===== src/rtl/spi_slave_regfile.sv =====
// rtl/spi_slave_regfile.sv - SPI slave register file fed by LSB-first addr/data frames, with host preload port
// Optional feature macro: SPI_SLV_TIMEOUT_EN (abort a stalled partial byte after TIMEOUT pclk_i cycles)
module spi_slave_regfile #(
    parameter int DEPTH   = 8,
    parameter int WIDTH   = 8,
    parameter int TIMEOUT = 64
) (
    input  logic                     pclk_i,
    input  logic                     prst_i,
    input  logic                     sclk_i,
    input  logic                     mosi_i,
    input  logic                     cs_i,
    output logic                     miso_o,
    input  logic                     ld_en_i,
    input  logic [$clog2(DEPTH)-1:0] ld_addr_i,
    input  logic [WIDTH-1:0]         ld_data_i,
    output logic                     rx_valid_o,
    output logic [6:0]               rx_addr_o,
    output logic [WIDTH-1:0]         rx_data_o,
    output logic                     busy_o,
    output logic                     err_o
);

    localparam int AW = $clog2(DEPTH);

    if (WIDTH != 8) begin : g_width_chk
        $error("spi_slave_regfile: WIDTH must be 8");
    end
    if (TIMEOUT < 2) begin : g_timeout_chk
        $error("spi_slave_regfile: TIMEOUT must be at least 2");
    end

    typedef enum logic [1:0] {S_IDLE, S_ADDR, S_DATA} state_t;

    state_t           state_q, state_d;
    logic             sclk_meta_q, sclk_sync_q, sclk_dly_q;
    logic             mosi_meta_q, mosi_sync_q;
    logic             cs_meta_q, cs_sync_q;
    logic [2:0]       bit_cnt_q, bit_cnt_d;
    logic [WIDTH-1:0] rx_shift_q, rx_shift_d;
    logic [WIDTH-1:0] tx_shift_q, tx_shift_d;
    logic [WIDTH-1:0] addr_q, addr_d;
    logic             miso_q, miso_d;
    logic             rx_valid_q, rx_valid_d;
    logic [6:0]       rx_addr_q, rx_addr_d;
    logic [WIDTH-1:0] rx_data_q, rx_data_d;
    logic             busy_q, busy_d;
    logic             err_q, err_d;
    logic [WIDTH-1:0] regs_q [DEPTH];
    logic [WIDTH-1:0] regs_d [DEPTH];

    logic             sclk_fall, sclk_rise;
    logic [WIDTH-1:0] shift_bit;
    logic [6:0]       rd_idx, wr_idx;
    logic             rd_hit, wr_hit;
    logic [WIDTH-1:0] rd_byte;

`ifdef SPI_SLV_TIMEOUT_EN
    localparam int TW = $clog2(TIMEOUT + 1);
    logic [TW-1:0] to_cnt_q, to_cnt_d;
`endif

    assign sclk_fall = sclk_dly_q & ~sclk_sync_q;
    assign sclk_rise = ~sclk_dly_q & sclk_sync_q;

    always_comb begin
        state_d    = state_q;
        bit_cnt_d  = bit_cnt_q;
        rx_shift_d = rx_shift_q;
        tx_shift_d = tx_shift_q;
        addr_d     = addr_q;
        miso_d     = miso_q;
        rx_valid_d = 1'b0;
        rx_addr_d  = rx_addr_q;
        rx_data_d  = rx_data_q;
        err_d      = 1'b0;
        for (int i = 0; i < DEPTH; i++) begin
            regs_d[i] = regs_q[i];
        end

        // The byte as it stands once the bit sampled on this edge is inserted.
        shift_bit            = rx_shift_q;
        shift_bit[bit_cnt_q] = mosi_sync_q;

        rd_idx  = shift_bit[6:0];
        rd_hit  = 32'(rd_idx) < DEPTH;
        rd_byte = rd_hit ? regs_q[rd_idx[AW-1:0]] : 8'hFF;
        wr_idx  = addr_q[6:0];
        wr_hit  = 32'(wr_idx) < DEPTH;

        if (ld_en_i && (32'(ld_addr_i) < DEPTH)) begin
            regs_d[ld_addr_i] = ld_data_i;
        end

        if (!cs_sync_q) begin
            state_d   = S_IDLE;
            bit_cnt_d = 3'd0;
            miso_d    = 1'b1;
        end else begin
            case (state_q)
                S_IDLE: begin
                    state_d   = S_ADDR;
                    bit_cnt_d = 3'd0;
                    miso_d    = 1'b1;
                end
                S_ADDR: begin
                    if (sclk_fall) begin
                        rx_shift_d = shift_bit;
                        if (bit_cnt_q == 3'd7) begin
                            addr_d    = shift_bit;
                            bit_cnt_d = 3'd0;
                            state_d   = S_DATA;
                            if (!shift_bit[7]) begin
                                tx_shift_d = rd_byte;
                                miso_d     = rd_byte[0];
                                err_d      = ~rd_hit;
                            end
                        end else begin
                            bit_cnt_d = bit_cnt_q + 3'd1;
                        end
                    end else if (sclk_rise) begin
                        // Last read bit was held through the master's closing rising edge; release the line now.
                        miso_d = 1'b1;
                    end
                end
                S_DATA: begin
                    if (sclk_fall) begin
                        rx_shift_d = shift_bit;
                        if (!addr_q[7] && (bit_cnt_q != 3'd0)) begin
                            tx_shift_d = {tx_shift_q[0], tx_shift_q[WIDTH-1:1]};
                            miso_d     = tx_shift_q[1];
                        end
                        if (bit_cnt_q == 3'd7) begin
                            bit_cnt_d = 3'd0;
                            state_d   = S_ADDR;
                            if (addr_q[7]) begin
                                if (wr_hit) begin
                                    regs_d[wr_idx[AW-1:0]] = shift_bit;
                                    rx_valid_d = 1'b1;
                                    rx_addr_d  = wr_idx;
                                    rx_data_d  = shift_bit;
                                end else begin
                                    err_d = 1'b1;
                                end
                            end
                        end else begin
                            bit_cnt_d = bit_cnt_q + 3'd1;
                        end
                    end
                end
                default: state_d = S_IDLE;
            endcase
        end

`ifdef SPI_SLV_TIMEOUT_EN
        to_cnt_d = '0;
        if (cs_sync_q && (state_q != S_IDLE) && (bit_cnt_q != 3'd0) && !sclk_fall && !sclk_rise) begin
            if (to_cnt_q == TW'(TIMEOUT - 1)) begin
                bit_cnt_d = 3'd0;
                state_d   = S_ADDR;
                miso_d    = 1'b1;
                err_d     = 1'b1;
            end else begin
                to_cnt_d = to_cnt_q + 1'b1;
            end
        end
`endif

        busy_d = (state_d == S_DATA) || ((state_d == S_ADDR) && (bit_cnt_d != 3'd0));
    end

    always_ff @(posedge pclk_i) begin
        if (prst_i) begin
            sclk_meta_q <= 1'b1;
            sclk_sync_q <= 1'b1;
            sclk_dly_q  <= 1'b1;
            mosi_meta_q <= 1'b0;
            mosi_sync_q <= 1'b0;
            cs_meta_q   <= 1'b0;
            cs_sync_q   <= 1'b0;
            state_q     <= S_IDLE;
            bit_cnt_q   <= 3'd0;
            rx_shift_q  <= '0;
            tx_shift_q  <= '0;
            addr_q      <= '0;
            miso_q      <= 1'b1;
            rx_valid_q  <= 1'b0;
            rx_addr_q   <= '0;
            rx_data_q   <= '0;
            busy_q      <= 1'b0;
            err_q       <= 1'b0;
            for (int i = 0; i < DEPTH; i++) begin
                regs_q[i] <= '0;
            end
`ifdef SPI_SLV_TIMEOUT_EN
            to_cnt_q    <= '0;
`endif
        end else begin
            sclk_meta_q <= sclk_i;
            sclk_sync_q <= sclk_meta_q;
            sclk_dly_q  <= sclk_sync_q;
            mosi_meta_q <= mosi_i;
            mosi_sync_q <= mosi_meta_q;
            cs_meta_q   <= cs_i;
            cs_sync_q   <= cs_meta_q;
            state_q     <= state_d;
            bit_cnt_q   <= bit_cnt_d;
            rx_shift_q  <= rx_shift_d;
            tx_shift_q  <= tx_shift_d;
            addr_q      <= addr_d;
            miso_q      <= miso_d;
            rx_valid_q  <= rx_valid_d;
            rx_addr_q   <= rx_addr_d;
            rx_data_q   <= rx_data_d;
            busy_q      <= busy_d;
            err_q       <= err_d;
            for (int i = 0; i < DEPTH; i++) begin
                regs_q[i] <= regs_d[i];
            end
`ifdef SPI_SLV_TIMEOUT_EN
            to_cnt_q    <= to_cnt_d;
`endif
        end
    end

    assign miso_o     = miso_q;
    assign rx_valid_o = rx_valid_q;
    assign rx_addr_o  = rx_addr_q;
    assign rx_data_o  = rx_data_q;
    assign busy_o     = busy_q;
    assign err_o      = err_q;

endmodule

===== config.mk =====
export PLATFORM = sky130hd
export DESIGN_NAME = spi_slave_regfile
export DESIGN_NICKNAME = d
export VERILOG_FILES = /design/src/rtl/spi_slave_regfile.sv
export SDC_FILE = /design/constraint.sdc
export NUM_CORES = 1
export LEC_CHECK = 0
export BUFFER_PORTS_ARGS = -buffer_cell sky130_fd_sc_hd__buf_2
export CORE_AREA = 2 2 114 105
export DETAILED_ROUTE_END_ITERATION = 12
export DIE_AREA = 0 0 116 107
export GPL_TIMING_DRIVEN = 0
export PLACE_DENSITY = 0.75
export RECOVER_POWER = 50
export SETUP_SLACK_MARGIN = 0.3
export SLEW_MARGIN = 15
export SYNTH_ARGS = -nofsm -noshare
export SYNTH_HDL_FRONTEND = slang
export SYNTH_SLANG_ARGS = --single-unit

===== constraint.sdc =====
create_clock -name pclk_i -period 2.36 [get_ports pclk_i]
set_input_delay 0.472 -clock pclk_i [delete_from_list [all_inputs] [get_ports pclk_i]]
set_output_delay 0.472 -clock pclk_i [all_outputs]
set_load 0.03 [all_outputs]

==> flow_summary.json <==
{
  "grt_pass1_wl_mm": 31.2,
  "dp_hpwl_mm": 12.0,
  "path_cells": "or4_4 -> buf_6 -> nor3_4 -> buf_4 -> buf_6 -> nand2_8 -> nor3b_4 -> buf_6 -> buf_6 -> nor2_1 -> a211oi_1",
  "period_needed_ns": 2.59,
  "start_util": 0.537,
  "cp.depth": 11,
  "final_common_cell": "dfxtp_1",
  "synth_async_sr_flop_share": 0,
  "cts_made_buffers": 17,
  "min_period_over_period": 1.10,
  "wl_mm": 23.2,
  "post-route-util": 0.768,
  "pin_count": 36,
  "violations": "negative setup slack",
  "netlist_instances": 645,
  "final_cell_mix": "113 x dfxtp_1, 69 x a211oi_1, 66 x nor2_1, 49 x mux2_2, 42 x clkbuf_1",
  "nNetsFinal": 785,
  "drtIter0Drc": 658,
  "critPathArrivalTime_ns": 2.92,
  "yosysWarnings": 0,
  "layout-drive-gt1-share": 0.424,
  "fin_tns_setup_ns": -7.15,
  "ys_seq_area_frac": 0.396,
  "slowest_stage": "or4_4",
  "switching_share": 0.229,
  "max_freq_ghz": 0.386,
  "worst-r2r-setup-slack_ns": -0.23,
  "cts_tree": "done",
  "ys_types": 56,
  "comb_power_share": 0.057,
  "grt_pass1_vias": 5732,
  "r2r-start": "addr_q[4]$_SDFFE_PP0P_",
  "r2r_end": "regs_q[6][6]$_SDFF_PP0_",
  "grt_overflow": 0,
  "antenna_found_initial": 0,
  "maxSlewViolCount": 0,
  "whs_ns": 0.219,
  "drc": 0,
  "crit_path_max_fanout": 5,
  "ys.flop_type": "dfxtp_1",
  "multi_input_area_um2": 4030,
  "vias": 6215,
  "dieWidth_um": 116,
  "die_y_um": 107,
  "final_cells": 927,
  "core_area_um2": 11200,
  "power_switching_uw": 1210,
  "routedWlPerCell_um": 25.0,
  "clock-sinks": 119,
  "grt_max_degree": 17,
  "critPathKind": "flip-flop to flip-flop",
  "cp-end-kind": "flip-flop",
  "mappedNetlistArea_um2": 6020,
  "path_common_cell": "buf_6",
  "dr.pass1.iters": 6,
  "clk_pin_slew_ns": 0.06,
  "regArea_um2": 2390,
  "seq_power_share": 0.388,
  "clockBufferDepth": 2,
  "numPlacedInstances": 831,
  "r2r_cells": 11,
  "powerDensity_nw_per_um2": 615,
  "design.die.area_um2": 12400,
  "hold_path.startpoint": "sclk_i",
  "hold_violations": 0,
  "port_buffers": 30,
  "htreeDepth": 4,
  "vias_per_cell": 6.70,
  "p_total_uw": 5290,
  "finalClockSkew_ns": 0.00750,
  "intPower_uw": 4080,
  "cp_top_family": "simple AND/OR/NAND/NOR gates",
  "slew_headroom": 0.286,
  "crit_buf_inv": 5,
  "syn_nets": 671,
  "synth_edf_count": 0,
  "rows": 37,
  "setup_viol": 68,
  "place_congestion": 0.896,
  "layout_setup_ws_ns": -0.228,
  "p_leak_uw": 0.00319,
  "ys_seq_elements": 119,
  "hold_end": "sclk_meta_q$_SDFF_PP1_",
  "min_path_cells": 2,
  "final_antenna_net_count": 0,
  "synth_area_per_cell_um2": 9.33,
  "syn2layout_area_growth_pct": 43.0,
  "slowest_delay_ns": 0.57,
  "worstHoldPathType": "input pin to flip-flop",
  "clkPwrFrac": 0.554,
  "worstMarginPinSlew_ns": 1.06,
  "startpoint_type": "flip-flop",
  "fillers": 658,
  "ir_drop_mv": 0.578,
  "insertedDiodeCount": 0,
  "rsz0062_at_grt": "true",
  "drv_cap": 0,
  "worst_ep_required_time_ns": 2.70,
  "status": "finished with violations",
  "cts_root_buf": "clkbuf_16",
  "worstSkewPairLatency_ns": 0.43,
  "grt_use_total": 0.333
}
## routing by layer
metal	global-route usage	up-vias	wire length, um
li1	-	2614	-
met1	0.408	2999	8520
met2	0.541	453	11000
met3	0.0950	149	2250
met4	0.152	0	1420
met5	0	-	0
## synthesized netlist by cell type (3+ instances only)
cell,n,share of area
buf_6,3,0.0056
a22o_1,3,0.0044
a211oi_1,105,0.13
nor3b_1,4,0.0050
and2_1,5,0.0052
or2_2,3,0.0031
mux2_1,5,0.0094
nand2_1,28,0.017
nor3_1,6,0.0050
o21ai_0,4,0.0033
mux2i_1,14,0.023
nand2b_1,9,0.0094
and3_1,3,0.0031
ha_1,9,0.019
nand3_1,11,0.0091
a22oi_1,8,0.010
nand3b_1,6,0.0075
a32o_1,8,0.013
clkbuf_1,41,0.026
inv_1,8,0.0050
a21oi_1,21,0.017
nor2b_1,30,0.031
dfxtp_1,119,0.40
mux2_2,49,0.092
nor2_1,82,0.051
buf_2,11,0.0091
mux4_2,7,0.026
buf_1,3,0.0019
nand4b_1,3,0.0044
nor3b_2,3,0.0062
## cell families (layout without fill, tap and decap cells)
logic type      count (synthesis)  in the layout  share of synthesized area
mux                            75             75                      0.150
buf+inv                        66            192                     0.0472
compound gates                165            165                      0.201
simple gates                  211            211                      0.187
flops                         119            119                      0.396
fa+ha+maj                       9              9                     0.0187
## power by group through the flow
stage	Combinational, uW	Sequential, uW	Clock [uW]
detailed placement	236	2100	0
CTS	255	2050	2890
global route	316	2050	3030
global placement	226	2090	0
finish	304	2050	2930
floorplan	164	2090	0
## layout make-up
| class | instances | area share |
|---|---|---|
| plain buffers | 58 | 0.0474 |
| repair buffers | 95 | 0.104 |
| clock buffers | 20 | 0.0530 |
| well taps | 156 | 0.0227 |
| inverters | 8 | 0.00378 |
| flip-flops and latches | 119 | 0.278 |
| multi-input cells | 460 | 0.469 |
| clock inverters | 11 | 0.0228 |
## through the flow
stage                     setup slack (ns)  area (um^2)
after global placement              -0.432         6500
after floorplan                     0.0194         6160
after global routing                -0.226         8610
after detailed placement            -0.453         6510
final                               -0.228         8610
after CTS                          -0.0916         7980
## state kept, by name (all words and copies together) (netlist names), 2 cells and up
register    count
bit_cnt_q       3
rx_data_o       8
regs_q         64
state_q         2
tx_shift_q      8
rx_shift_q      8
addr_q          8
rx_addr_o       7
## what timing repair did
action	CTS	global route
gates resized for setup	102	111
endpoints found under the hold margin	0	0
setup buffers	40	18
pin swaps	49	69
hold buffers	0	0
setup endpoints to repair	99	94
gates cloned	5	2
## worst max path at each step
stage,from,to
after global routing,addr_q[4]$_SDFFE_PP0P_,regs_q[6][6]$_SDFF_PP0_
after CTS,addr_q[5]$_SDFFE_PP0P_,regs_q[4][7]$_SDFF_PP0_
final,addr_q[4]$_SDFFE_PP0P_,regs_q[6][6]$_SDFF_PP0_
after detailed placement,bit_cnt_q[2]$_SDFF_PP0_,tx_shift_q[3]$_SDFFE_PP0P_
after global placement,addr_q[3]$_SDFFE_PP0P_,regs_q[5][7]$_SDFF_PP0_
after floorplan,addr_q[3]$_SDFFE_PP0P_,regs_q[4][4]$_SDFF_PP0_
Power figures use the tool's default switching activity.
